<file path="config.mk">
export PLATFORM = sky130hd
export DESIGN_NAME = lap_stopwatch_core
export DESIGN_NICKNAME = d
export VERILOG_FILES = /design/src/rtl/lap_stopwatch_core_pkg.sv /design/src/rtl/counter.sv /design/src/rtl/lap_stopwatch_core_lap_mem.sv /design/src/rtl/lap_stopwatch_core.sv
export SDC_FILE = /design/constraint.sdc
export NUM_CORES = 1
export LEC_CHECK = 0
export BUFFER_PORTS_ARGS = -buffer_cell sky130_fd_sc_hd__buf_2
export CORE_MARGIN = 2
export CORE_UTILIZATION = 55
export CTS_CLUSTER_DIAMETER = 120
export DETAILED_ROUTE_END_ITERATION = 10
export GPL_ROUTABILITY_DRIVEN = 0
export PLACE_DENSITY = 0.83
export SLEW_MARGIN = 20
export SYNTH_ARGS = -nofsm -noshare
export SYNTH_HDL_FRONTEND = slang
export SYNTH_SLANG_ARGS = --single-unit
</file>
<file path="constraint.sdc">
create_clock -name clk -period 2.82 [get_ports clk]
set_input_delay 0.282 -clock clk [delete_from_list [all_inputs] [get_ports clk]]
set_output_delay 0.282 -clock clk [all_outputs]
set_load 0.005 [all_outputs]
</file>
<file path="src/rtl/lap_stopwatch_core_pkg.sv">
// Shared types and constants for the lap stopwatch core.
package lap_stopwatch_core_pkg;

  typedef enum logic [1:0] {
    IDLE   = 2'd0,
    RUN    = 2'd1,
    PAUSE  = 2'd2,
    REVIEW = 2'd3
  } state_t;

  localparam int unsigned SEC_MOD  = 60;
  localparam int unsigned DSEC_MOD = 10;

  // One stored time: min:sec:dsec, 17 bits.
  typedef struct packed {
    logic [6:0] min;
    logic [5:0] sec;
    logic [3:0] dsec;
  } lap_time_t;

endpackage

</file>
<file path="src/rtl/counter.sv">
// Modular up-counter with synchronous load; shared by the prescaler and the time digits.
module counter #(
  parameter int unsigned MODULUS = 10,
  parameter int unsigned W       = (MODULUS > 1) ? $clog2(MODULUS) : 1
) (
  input  logic         clk,
  input  logic         rst,
  input  logic         incr,
  input  logic         set_data,
  input  logic [W-1:0] data,
  output logic [W-1:0] q
);

  always_ff @(posedge clk) begin
    if (rst)           q <= '0;
    else if (set_data) q <= data;
    else if (incr)     q <= (q == W'(MODULUS - 1)) ? '0 : q + 1'b1;
  end

endmodule

</file>
<file path="src/rtl/lap_stopwatch_core_lap_mem.sv">
// Lap register file: one write port, two asynchronous read ports, synchronous clear.
module lap_mem
  import lap_stopwatch_core_pkg::*;
#(
  parameter int unsigned DEPTH = 4,
  parameter int unsigned AW    = (DEPTH > 1) ? $clog2(DEPTH) : 1
) (
  input  logic          clk,
  input  logic          rst,
  input  logic          clr,
  input  logic          we,
  input  logic [AW-1:0] waddr,
  input  lap_time_t     wdata,
  input  logic [AW-1:0] raddr_a,
  output lap_time_t     rdata_a,
  input  logic [AW-1:0] raddr_b,
  output lap_time_t     rdata_b
);

  lap_time_t mem [DEPTH];

  always_ff @(posedge clk) begin
    if (rst || clr) begin
      for (int unsigned i = 0; i < DEPTH; i++) mem[i] <= '0;
    end else if (we) begin
      mem[waddr] <= wdata;
    end
  end

  assign rdata_a = mem[raddr_a];
  assign rdata_b = mem[raddr_b];

endmodule

</file>
<file path="src/rtl/lap_stopwatch_core.sv">
// Stopwatch core: min:sec:dsec time base, lap memory, pause/resume and lap review.
module lap_stopwatch_core
  import lap_stopwatch_core_pkg::*;
#(
  parameter int unsigned CLK_FREQ = 50000000,
  parameter int unsigned MAX_LAPS = 4,
  parameter int unsigned MIN_MAX  = 99,
  localparam int unsigned LW      = $clog2(MAX_LAPS + 1)
) (
  input  logic          clk,
  input  logic          rst,
  input  logic          start_stop,
  input  logic          lap,
  input  logic          show,
  output logic [3:0]    disp_dsec,
  output logic [5:0]    disp_sec,
  output logic [6:0]    disp_min,
  output logic [6:0]    last_min,
  output logic [5:0]    last_sec,
  output logic [LW-1:0] lap_count,
  output logic [LW-1:0] review_idx,
  output logic          running,
  output logic          lap_ovf,
  output logic          sat
);

  localparam int unsigned TICKS = CLK_FREQ / 10;
  localparam int unsigned PW    = (TICKS > 1) ? $clog2(TICKS) : 1;
  localparam int unsigned AW    = (MAX_LAPS > 1) ? $clog2(MAX_LAPS) : 1;

  state_t state, state_next;

  logic [PW-1:0] pre_q;
  logic [3:0]    dsec_q;
  logic [5:0]    sec_q;
  logic [6:0]    min_q;
  logic          p_wrap, d_wrap, s_wrap, at_max, full;
  logic          cnt_en, clr_all, mem_we, ovf_set, sat_set;
  logic          ridx_first, ridx_inc, ridx_clr;
  lap_time_t     live, rev_entry, last_entry;

  assign live   = '{min: min_q, sec: sec_q, dsec: dsec_q};
  assign full   = (lap_count == LW'(MAX_LAPS));
  assign at_max = (min_q == 7'(MIN_MAX)) && (sec_q == 6'(SEC_MOD - 1)) &&
                  (dsec_q == 4'(DSEC_MOD - 1));

  // Carry chain: each stage advances only on the wrap of the stage below.
  assign p_wrap = cnt_en && (pre_q == PW'(TICKS - 1));
  assign d_wrap = p_wrap && (dsec_q == 4'(DSEC_MOD - 1));
  assign s_wrap = d_wrap && (sec_q == 6'(SEC_MOD - 1));

  counter #(.MODULUS(TICKS),       .W(PW)) u_pre  (.clk(clk), .rst(rst), .incr(cnt_en), .set_data(clr_all), .data('0), .q(pre_q));
  counter #(.MODULUS(DSEC_MOD),    .W(4))  u_dsec (.clk(clk), .rst(rst), .incr(p_wrap), .set_data(clr_all), .data('0), .q(dsec_q));
  counter #(.MODULUS(SEC_MOD),     .W(6))  u_sec  (.clk(clk), .rst(rst), .incr(d_wrap), .set_data(clr_all), .data('0), .q(sec_q));
  counter #(.MODULUS(MIN_MAX + 1), .W(7))  u_min  (.clk(clk), .rst(rst), .incr(s_wrap), .set_data(clr_all), .data('0), .q(min_q));

  lap_mem #(.DEPTH(MAX_LAPS), .AW(AW)) u_mem (
    .clk    (clk),
    .rst    (rst),
    .clr    (clr_all),
    .we     (mem_we),
    .waddr  (AW'(lap_count)),
    .wdata  (live),
    .raddr_a(AW'(review_idx - 1'b1)),
    .rdata_a(rev_entry),
    .raddr_b(AW'(lap_count - 1'b1)),
    .rdata_b(last_entry)
  );

  always_ff @(posedge clk) begin
    if (rst) state <= IDLE;
    else     state <= state_next;
  end

  // Pulse priority start_stop > lap > show: a higher pulse swallows the others even when ignored.
  always_comb begin
    state_next = state;
    unique case (state)
      IDLE:   if (start_stop) state_next = RUN;
      RUN:    if (at_max || start_stop) state_next = PAUSE;
      PAUSE:  begin
        if (start_stop) begin
          if (!sat) state_next = RUN;
        end else if (lap) state_next = IDLE;
        else if (show && lap_count != '0) state_next = REVIEW;
      end
      REVIEW: begin
        if (start_stop) state_next = REVIEW;
        else if (lap) state_next = PAUSE;
        else if (show && review_idx == lap_count) state_next = PAUSE;
      end
      default: state_next = IDLE;
    endcase
  end

  always_comb begin
    cnt_en     = 1'b0;
    clr_all    = 1'b0;
    mem_we     = 1'b0;
    ovf_set    = 1'b0;
    sat_set    = 1'b0;
    ridx_first = 1'b0;
    ridx_inc   = 1'b0;
    ridx_clr   = 1'b0;
    unique case (state)
      RUN: begin
        if (at_max) sat_set = 1'b1;
        else if (!start_stop) begin
          cnt_en = 1'b1;
          if (lap) begin
            if (full) ovf_set = 1'b1;
            else      mem_we  = 1'b1;
          end
        end
      end
      PAUSE: begin
        if (!start_stop && lap) clr_all = 1'b1;
        else if (!start_stop && show && lap_count != '0) ridx_first = 1'b1;
      end
      REVIEW: begin
        if (!start_stop) begin
          if (lap) ridx_clr = 1'b1;
          else if (show) begin
            if (review_idx == lap_count) ridx_clr = 1'b1;
            else                         ridx_inc = 1'b1;
          end
        end
      end
      default: ;
    endcase
  end

  always_ff @(posedge clk) begin
    if (rst || clr_all) begin
      lap_count  <= '0;
      review_idx <= '0;
      lap_ovf    <= 1'b0;
      sat        <= 1'b0;
    end else begin
      if (mem_we)     lap_count  <= lap_count + 1'b1;
      if (ovf_set)    lap_ovf    <= 1'b1;
      if (sat_set)    sat        <= 1'b1;
      if (ridx_first) review_idx <= LW'(1);
      if (ridx_inc)   review_idx <= review_idx + 1'b1;
      if (ridx_clr)   review_idx <= '0;
    end
  end

  assign running   = (state == RUN);
  assign disp_dsec = (state == REVIEW) ? rev_entry.dsec : dsec_q;
  assign disp_sec  = (state == REVIEW) ? rev_entry.sec  : sec_q;
  assign disp_min  = (state == REVIEW) ? rev_entry.min  : min_q;
  assign last_min  = (lap_count == '0) ? '0 : last_entry.min;
  assign last_sec  = (lap_count == '0) ? '0 : last_entry.sec;

endmodule
</file>
After elaboration in Yosys (flattened, before gate mapping)
Memory sizes are Yosys's and may differ from the RTL's.
Index checks and enable logic that the tools add are counted.

word-level totals
  flip-flop bits (word level) = 50
  word-level logic and storage cells = 112
  memories kept = 1
  output and inout bits = 39
  bits in latches = 0
  bits in read-only memories = 0
  memory bits (writable) = 68

operators by class
  $lt $le $gt $ge = 0
  mux-type cells = 59
  divide/modulo/power cells = 0
  bitwise operators = 0
  equality and inequality tests = 14
  $add $sub $neg = 8
  reduce and logical (&&, ||, !) cells = 21
  shift operators = 0
  multiply operators = 0

memories
  name       depth  bits a word  read ports  clocked after memory_dff  wr ports  line                              RTL
  u_mem.mem  4      17           2           0                         4         lap_stopwatch_core_lap_mem.sv:20  lap_time_t mem [DEPTH];

operators with widths
  operator                                       number
  two-way mux 1 bit                              36
  adder 23 x 1 -> 23 bit, second input constant  1
  == test 23 bit, second input constant          1
  two-way mux 23 bit                             1
  two-way mux 7 bit                              3
  two-way mux 2 bit                              10
  two-way mux 6 bit                              3
  two-way mux 17 bit                             1
  OR reduction 17 bit                            1
  logical AND 1 bit                              10
  two-way mux 4 bit                              2
  != test 4 bit, second input constant           2
  one-hot mux 2 bit (4 select lines)             1
  adder 7 x 1 -> 7 bit, second input constant    1
  == test 7 bit, second input constant           1
  adder 3 x 1 -> 3 bit, second input constant    2
  adder 6 x 1 -> 6 bit, second input constant    1
  == test 6 bit, second input constant           1
  two-way mux 3 bit                              2
  AND reduction 5 bit                            1
  adder 4 x 1 -> 4 bit, second input constant    1
  == test 2 bit, second input constant           2
  == test 4 bit, second input constant           1
  OR reduction 2 bit                             2
  13 further kinds                               15

Longest topological paths before layout
Gate-level depths: netlist (run 1).

  depth after elaboration = 11
  gate-level depth with buffers = 11
  gate-level depth less buffers = 7

Modules after synthesis
A second synthesis (run 1) with hierarchy kept.

unflattened totals
  cells, all modules = 661
  area, all modules = 6,980.4 um^2

by module, submodules not included
  module              area each (um^2)  seq. area each (um^2)  times used  cells each
  lap_mem             3,377.0           2,042.0                1           220
  counter at u_pre    1,433.9           460.4                  1           184
  lap_stopwatch_core  1,091.0           200.2                  1           136
  counter at u_min    461.7             140.1                  1           49
  counter at u_sec    375.4             120.1                  1           45
  counter at u_dsec   241.5             80.1                   1           27

Least setup slack after synthesis (run 1)
No wires, ideal clock.

  kind = register to register
  start point = register u_min.q[2]
  end point = memory u_mem.mem[0][0] (netlist name), enable pin
  path slack = -116 ps
  data arrival time = 2,561 ps
  stages on the path, launching flop included = 10
  setup time = 376 ps
  buffers on the path = 4
  path through = dfxtp_1 buf_6 or4b_4 or4_4 buf_6 and3_1 buf_6 and3_4 buf_6 nand2b_1

RTL lines
  item                      line                              RTL
  start: declaration        counter.sv:11                     output logic [W-1:0] q
  start signal: assignment  counter.sv:16                     else if (set_data) q <= data;
  start signal: assignment  counter.sv:17                     else if (incr) q <= (q == W'(MODULUS - 1)) ? '0 : q + 1'b1;
  end: declaration          lap_stopwatch_core_lap_mem.sv:20

==> flow_summary_export.csv, run 1 <==
group,metric,value,unit
outcome,status,"complete, no violations",
finish,final_area,0.007346,mm²
pwr,leakage,2.797,nW
grt,grt_pass1_vias,4798,
finish,antennaDiodeCount,0,
worst_setup_path,startpoint_type,"register",
sta,finalHoldViolCount,0,
logic_synthesis,async_reset_ff_frac,0,
logic_synthesis,ys_seq_elements,118,
worst_setup_path,crit_fanout,18,
sta,min_period_over_period,0.9369,
place,dp_hpwl,9.882,mm
finish,syn_to_final_growth,16.60,%
logic_synthesis,synth.largest_area_cell,"edfxtp_1",
sta,worst_slack,0.1780,ns
floorplan,die-area,0.01233,mm²
drt,totalWireLength,14.75,mm
sta,tns,0,ns
drt,met3_length,955,µm
logic_synthesis,synthCells,556,
cts,cts_tree,"yes",
cts,clkTransAtPathRegs,0.06,ns
grt,grt_max_degree,23,
worst_setup_path,path_class,"reg -> reg",
logic_synthesis,yosysSeqAreaShare,0.4830,
logic_synthesis,synth_fp_nets,567,
place,dp_slack,0.1920,ns
cts,cts_setup_buffers,0,
logic_synthesis,netlist_area,0.006300,mm²
sta,setup_viol,0,
floorplan,die_h,111.0,µm
place,placed_cell_area,0.006777,mm²
cts,clk_path_buf_depth,2,
grt,overflow,0,
cts,cts.sinks,118,
sta,slew_headroom,0.5340,
sta,finalClockSkew,0.01641,ns
cts,post_cts_resized,0,
logic_synthesis,ys_warn_count,0,
cts,root_buffer,"clkbuf_16",
drt,highest_layer,"met4",
cts,holdBufCountCts,0,
sta,rsz0062_at_grt,"false",
logic_synthesis,ys_top_cells_by_count,"and2_1, edfxtp_1, dfxtp_1, nor2_1, mux4_2",
logic_synthesis,synth_top_area_share,0.3241,
drt,dr.pass1.iters,6,
floorplan,core,0.01132,mm²
drt,postRouteAntennaNets,0,
worst_setup_path,worst_ep_required_time,2.99,ns
sta,timing.fmax,378.5,MHz
floorplan,start_util,0.5565,
grt,grt_pass1_wl,24.12,mm
finish,layout.nets,627,
sta,drv_slew,0,
sta,tightest_slew,0.6959,ns
logic_synthesis,yosysUniqueCellTypes,55,
drt,wl_per_cell,19.15,µm
grt,grt_usage,0.2506,
drt,m1WireLength,5.678,mm
worst_setup_path,arrival,2.81,ns
floorplan,die_w,111.0,µm
pwr,p_total,0.004196,W
worst_setup_path,worstSetupEndpointType,"register",
flow_run,maxCapViolations,0,
logic_synthesis,synth_area_leaders,"edfxtp_1, dfxtp_1, mux4_2, and2_1, mux2_2",
drt,via_per_inst,6.175,
finish,drive_above_1_share,0.2663,
pwr,peakVddDrop,0.3375,mV
place,portBuffers,43,
drt,drt-initial-drc-count,424,
drt,route.detailed.drc,0,
grt,antenna_found_initial,0,
hold_path,hold_path.class,"in -> reg",
logic_synthesis,syn_area_per_cell,11.33,µm²
logic_synthesis,synth_edf_count,68,
drt,dr_wl_met2,7.709,mm
cts,h-tree-depth,4,
floorplan,fp-row-count,39,
floorplan,ios,44,
logic_synthesis,synth_most_common_cell,"and2_1",
sta,layout_min_cycle_time,2.642,ns
cts,clock_latency,0.42,ns
cts,cts_made_buffers,17,
pwr,power-per-cell-area,571.2,mW/mm²
logic_synthesis,synth_ff_type,"edfxtp_1",
drt,num_vias,4755,
-- cell type report --
| type | instances | area [µm²] |
|---|---|---|
| clock inverters | 12 | 137.6 |
| flip-flops and latches | 118 | 3043 |
| fillers | 819 | 3975 |
| clock buffers | 18 | 429.2 |
| multi-input cells | 395 | 3043 |
| repair buffers | 75 | 480.5 |
| well taps | 143 | 178.9 |
| inverters | 9 | 33.78 |
-- sequential cells by signal, summed over array words and instances (netlist names) --
register	flops
lap_count	3
u_pre.q	23
u_mem.mem	68
lap_ovf	1
review_idx	3
state	2
u_dsec.q	4
sat	1
u_min.q	7
u_sec.q	6
-- kinds of logic (layout without fill, tap and decap cells) --
family,Yosys count,count (layout),share of synthesized area
compound gates,56,56,0.05681
mux,52,52,0.1458
fa+ha+maj,6,6,0.01192
flops,118,118,0.4830
simple gates,257,257,0.2348
buf+inv,43,114,0.03436
xor+xnor,24,24,0.03337
-- worst max-delay path, stage by stage, from the launching register on --
cell and delay (ns):
dfxtp_1 0.40, or4b_4 0.51, or4_4 0.50, and3_1 0.30, and3_4 0.28, nand2b_1 0.22
buf_12 0.18
-- path summary, 6_finish.rpt --
check                           depth (start not counted)  startpoint              end  slack [ns]
worst max-delay path                                    6  u_min.q[6]  u_mem.mem[1][4]        0.18
worst min-delay path                                    2         rst         state[1]        0.09
worst max register to register                          6  u_min.q[6]  u_mem.mem[1][4]        0.18
worst min register to register                          2     lap_ovf          lap_ovf        0.51
-- stage by stage --
step / hold WS, ns / util / instances
floorplan: 0.3544 / - / 556
global placement: 0.4731 / 0.5986 / 740
detailed placement: 0.4872 / 0.5986 / 740
CTS: 0.06752 / 0.6487 / 770
global route: 0.07085 / 0.6489 / 770
finish: 0.09071 / 0.6489 / 770
-- layout by cell type, fill, tap and decap left out, types with 4 or more instances in the layout --
| master | count |
|---|---|
| and2_1 | 70 |
| inv_1 | 9 |
| nor2_1 | 39 |
| nand2b_1 | 5 |
| buf_2 | 43 |
| or3_1 | 10 |
| ha_1 | 6 |
| mux4_2 | 30 |
| xnor2_1 | 9 |
| nor2b_1 | 19 |
| clkinv_2 | 7 |
| nor3_1 | 14 |
| xor2_1 | 15 |
| nand4_1 | 15 |
| a21oi_1 | 22 |
| dfxtp_1 | 50 |
| mux2i_1 | 4 |
| nand3_1 | 21 |
| nand2_1 | 26 |
| mux2_2 | 18 |
| clkbuf_16 | 17 |
| a31o_2 | 4 |
| edfxtp_1 | 68 |
| buf_4 | 30 |
| and3_1 | 7 |
| o21ai_0 | 10 |
-- report_power, final --
part | total, W | leakage (nW) | switching (W) | internal, W
logic | 0.000204 | 1.40 | 0.000111 | 0.0000928
registers | 0.00190 | 1.11 | 0.0000318 | 0.00187
clock network | 0.00209 | 0.286 | 0.000729 | 0.00136
total | 0.00420 | 2.80 | 0.000872 | 0.00332
-- metal layers --
layer,global-route usage,up-vias
met1,0.2986,2330
met4,0.1185,0
met3,0.05194,38
met2,0.4356,218
met5,0,-
li1,-,2169
Power figures use the tool's default switching activity.
==> run 2: changes to the inputs <==
--- a/config.mk
+++ b/config.mk
@@ -7,11 +7,12 @@
 export LEC_CHECK = 0
 export BUFFER_PORTS_ARGS = -buffer_cell sky130_fd_sc_hd__buf_2
 export CORE_MARGIN = 2
-export CORE_UTILIZATION = 55
+export CORE_UTILIZATION = 61
 export CTS_CLUSTER_DIAMETER = 120
 export DETAILED_ROUTE_END_ITERATION = 10
 export GPL_ROUTABILITY_DRIVEN = 0
-export PLACE_DENSITY = 0.83
+export HOLD_SLACK_MARGIN = 0.12
+export PLACE_DENSITY = 0.86
 export SLEW_MARGIN = 20
 export SYNTH_ARGS = -nofsm -noshare
 export SYNTH_HDL_FRONTEND = slang
==> constraint.sdc (replaced) <==
create_clock -name clk -period 2.7 [get_ports clk]
set_input_delay 0.27 -clock clk [delete_from_list [all_inputs] [get_ports clk]]
set_output_delay 0.27 -clock clk [all_outputs]
set_load 0.005 [all_outputs]
==> flow_summary_export.csv, run 2 (synthesis results as in run 1) <==
group,metric,value,unit
worst_setup_path,arrival,2.73,ns
place,dp_hpwl,9.916,mm
hold_path,hold_path.class,"in -> reg",
floorplan,fp-row-count,37,
finish,antennaDiodeCount,0,
drt,postRouteAntennaNets,0,
sta,layout_min_cycle_time,2.566,ns
drt,route.detailed.drc,0,
pwr,switchingPower,0.0009338,W
sta,min_period_over_period,0.9504,
place,portBuffers,43,
drt,totalWireLength,14.68,mm
grt,overflow,0,
sta,timing.fmax,389.7,MHz
floorplan,start_util,0.6186,
finish,final_cell_count_no_fill,769,
worst_setup_path,cp_top_family,"simple AND/OR/NAND/NOR gates",
worst_setup_path,worstSetupEndpointType,"register",
hold_path,whs_path_depth,3,
sta,drv_slew,0,
worst_setup_path,critPathMaxStageDelay,0.56,ns
pwr,power-per-cell-area,593.2,mW/mm²
drt,dr.pass1.iters,5,
cts,cts.sinks,118,
worst_setup_path,crit_fanout,17,
floorplan,core,0.01018,mm²
finish,drive_above_1_share,0.2749,
worst_setup_path,critPathMostFrequentCell,"and3_1",
cts,clock_latency,0.51,ns
finish,layout.nets,631,
grt,gr-max-usage-layer,"met2",
finish,top_regs,"u_mem.mem x68, u_pre.q x23, u_min.q x7",
grt,met1_usage,0.3386,
worst_setup_path,startpoint_type,"register",
outcome,status,"complete, no violations",
cts,clk_path_buf_depth,2,
worst_setup_path,crit_path_cell_trace,"or4b_4, or4_4, and3_1, and3_1, nand2b_2",
grt,antenna_found_initial,0,
grt,grt_pass1_wl,24.25,mm
drt,num_vias,4790,
drt,drt-initial-drc-count,449,
grt,grt_pass1_vias,4806,
finish,top_register,"u_mem.mem",
pwr,p_int,0.003436,W
floorplan,die_h,105.6,µm
worst_setup_path,path_depth,5,
sta,tightest_slew,0.9151,ns
worst_setup_path,critPathBufInv,0,
sta,hold_ws,0.1450,ns
place,dp.cells,735,
sta,setup_viol,0,
worst_setup_path,slowest_stage,"or4b_4",
finish,mostFrequentLayoutCells,"and2_1, edfxtp_1, dfxtp_1",
sta,finalClockSkew,0.006152,ns
finish,utilization,0.7233,
cts,cts_tree,"yes",
floorplan,ios,44,
pwr,leakage,2.789,nW
sta,slew_headroom,0.3885,
finish,largest_reg_flops,68,
pwr,switching_share,0.2137,
pwr,peakVddDrop,0.3091,mV
sta,rsz0062_at_grt,"false",
sta,finalHoldViolCount,0,
cts,h-tree-depth,4,
grt,grt_max_degree,23,
floorplan,die-area,0.01116,mm²
drt,wl_per_cell,19.09,µm
worst_setup_path,rr_worst_depth,5,
floorplan,die_w,105.6,µm
worst_setup_path,worst_ep_required_time,2.87,ns
grt,grt_util_met2,0.5005,
cts,cts_made_buffers,17,
finish,syn_to_final_growth,16.94,%
pwr,seqPwrFrac,0.454,
worst_setup_path,path_class,"reg -> reg",
finish,mostFrequentLayoutCell,"and2_1",
drt,via_per_inst,6.229,
flow_run,maxCapViolations,0,
grt,use_met3,0.05566,
cts,clkTransAtPathRegs,0.06,ns
pwr,pwr-share-comb,0.047,
cts,root_buffer,"clkbuf_8",
pwr,power.share.clock,0.499,
grt,grt_usage,0.2814,
run 2: cell type report:
| type | instances | area (µm²) |
|---|---|---|
| timing repair buffer | 79 | 490.5 |
| fill | 648 | 2818 |
| tap | 136 | 170.2 |
| clock buffer | 18 | 417.9 |
| inverter | 9 | 33.78 |
| sequential | 118 | 3043 |
| clock inverter | 14 | 158.9 |
| multi-input combinational | 395 | 3053 |
run 2: per-layer routing:
metal  vias to the layer above  wire length [µm]
li1                       2182                 -
met2                       241              7756
met4                         0               244
met3                        29              1005
met1                      2338              5673
met5                         -                 0
run 2: final timing paths:
check	startpoint	end	slack, ns
setup / recovery	u_min.q[2]	u_mem.mem[2][7]	0.13
hold / removal	show	state[0]	0.15
setup reg to reg	u_min.q[2]	u_mem.mem[2][7]	0.13
hold reg to reg	lap_ovf	lap_ovf	0.48
run 2: what timing repair did:
action	CTS	global route
setup endpoints to repair	0	5
gates resized for setup	0	1
setup buffers	0	0
hold buffers	2	0
hold endpoints to repair	3	0
run 2: worst register-to-register path: stages, from the launching register on:
cell      delay (ns)
dfxtp_1         0.31
or4b_4          0.56
or4_4           0.50
and3_1          0.24
and3_1          0.21
nand2b_2        0.40
run 2: stage by stage:
step	setup WS (ns)	total power [W]	instance area [µm²]	TNS, ns
2_1_floorplan	-0.09752	0.002154	6307	-3.534
5_1_grt	0.05171	0.004494	7367	0
3_5_place_dp	0.1411	0.002220	6765	0
3_3_place_gp	0.1779	0.002205	6765	0
4_1_cts	0.02932	0.004383	7362	0
6_report	0.1339	0.004370	7367	0
run 2: power groups by stage:
stage | combinational (W) | clock, W | sequential [W]
after CTS | 0.000204 | 0.00220 | 0.00198
final | 0.000205 | 0.00218 | 0.00198
after global placement | 0.000193 | 0 | 0.00201
after global routing | 0.000222 | 0.00228 | 0.00199
after detailed placement | 0.000201 | 0 | 0.00202
after floorplan | 0.000153 | 0 | 0.00200
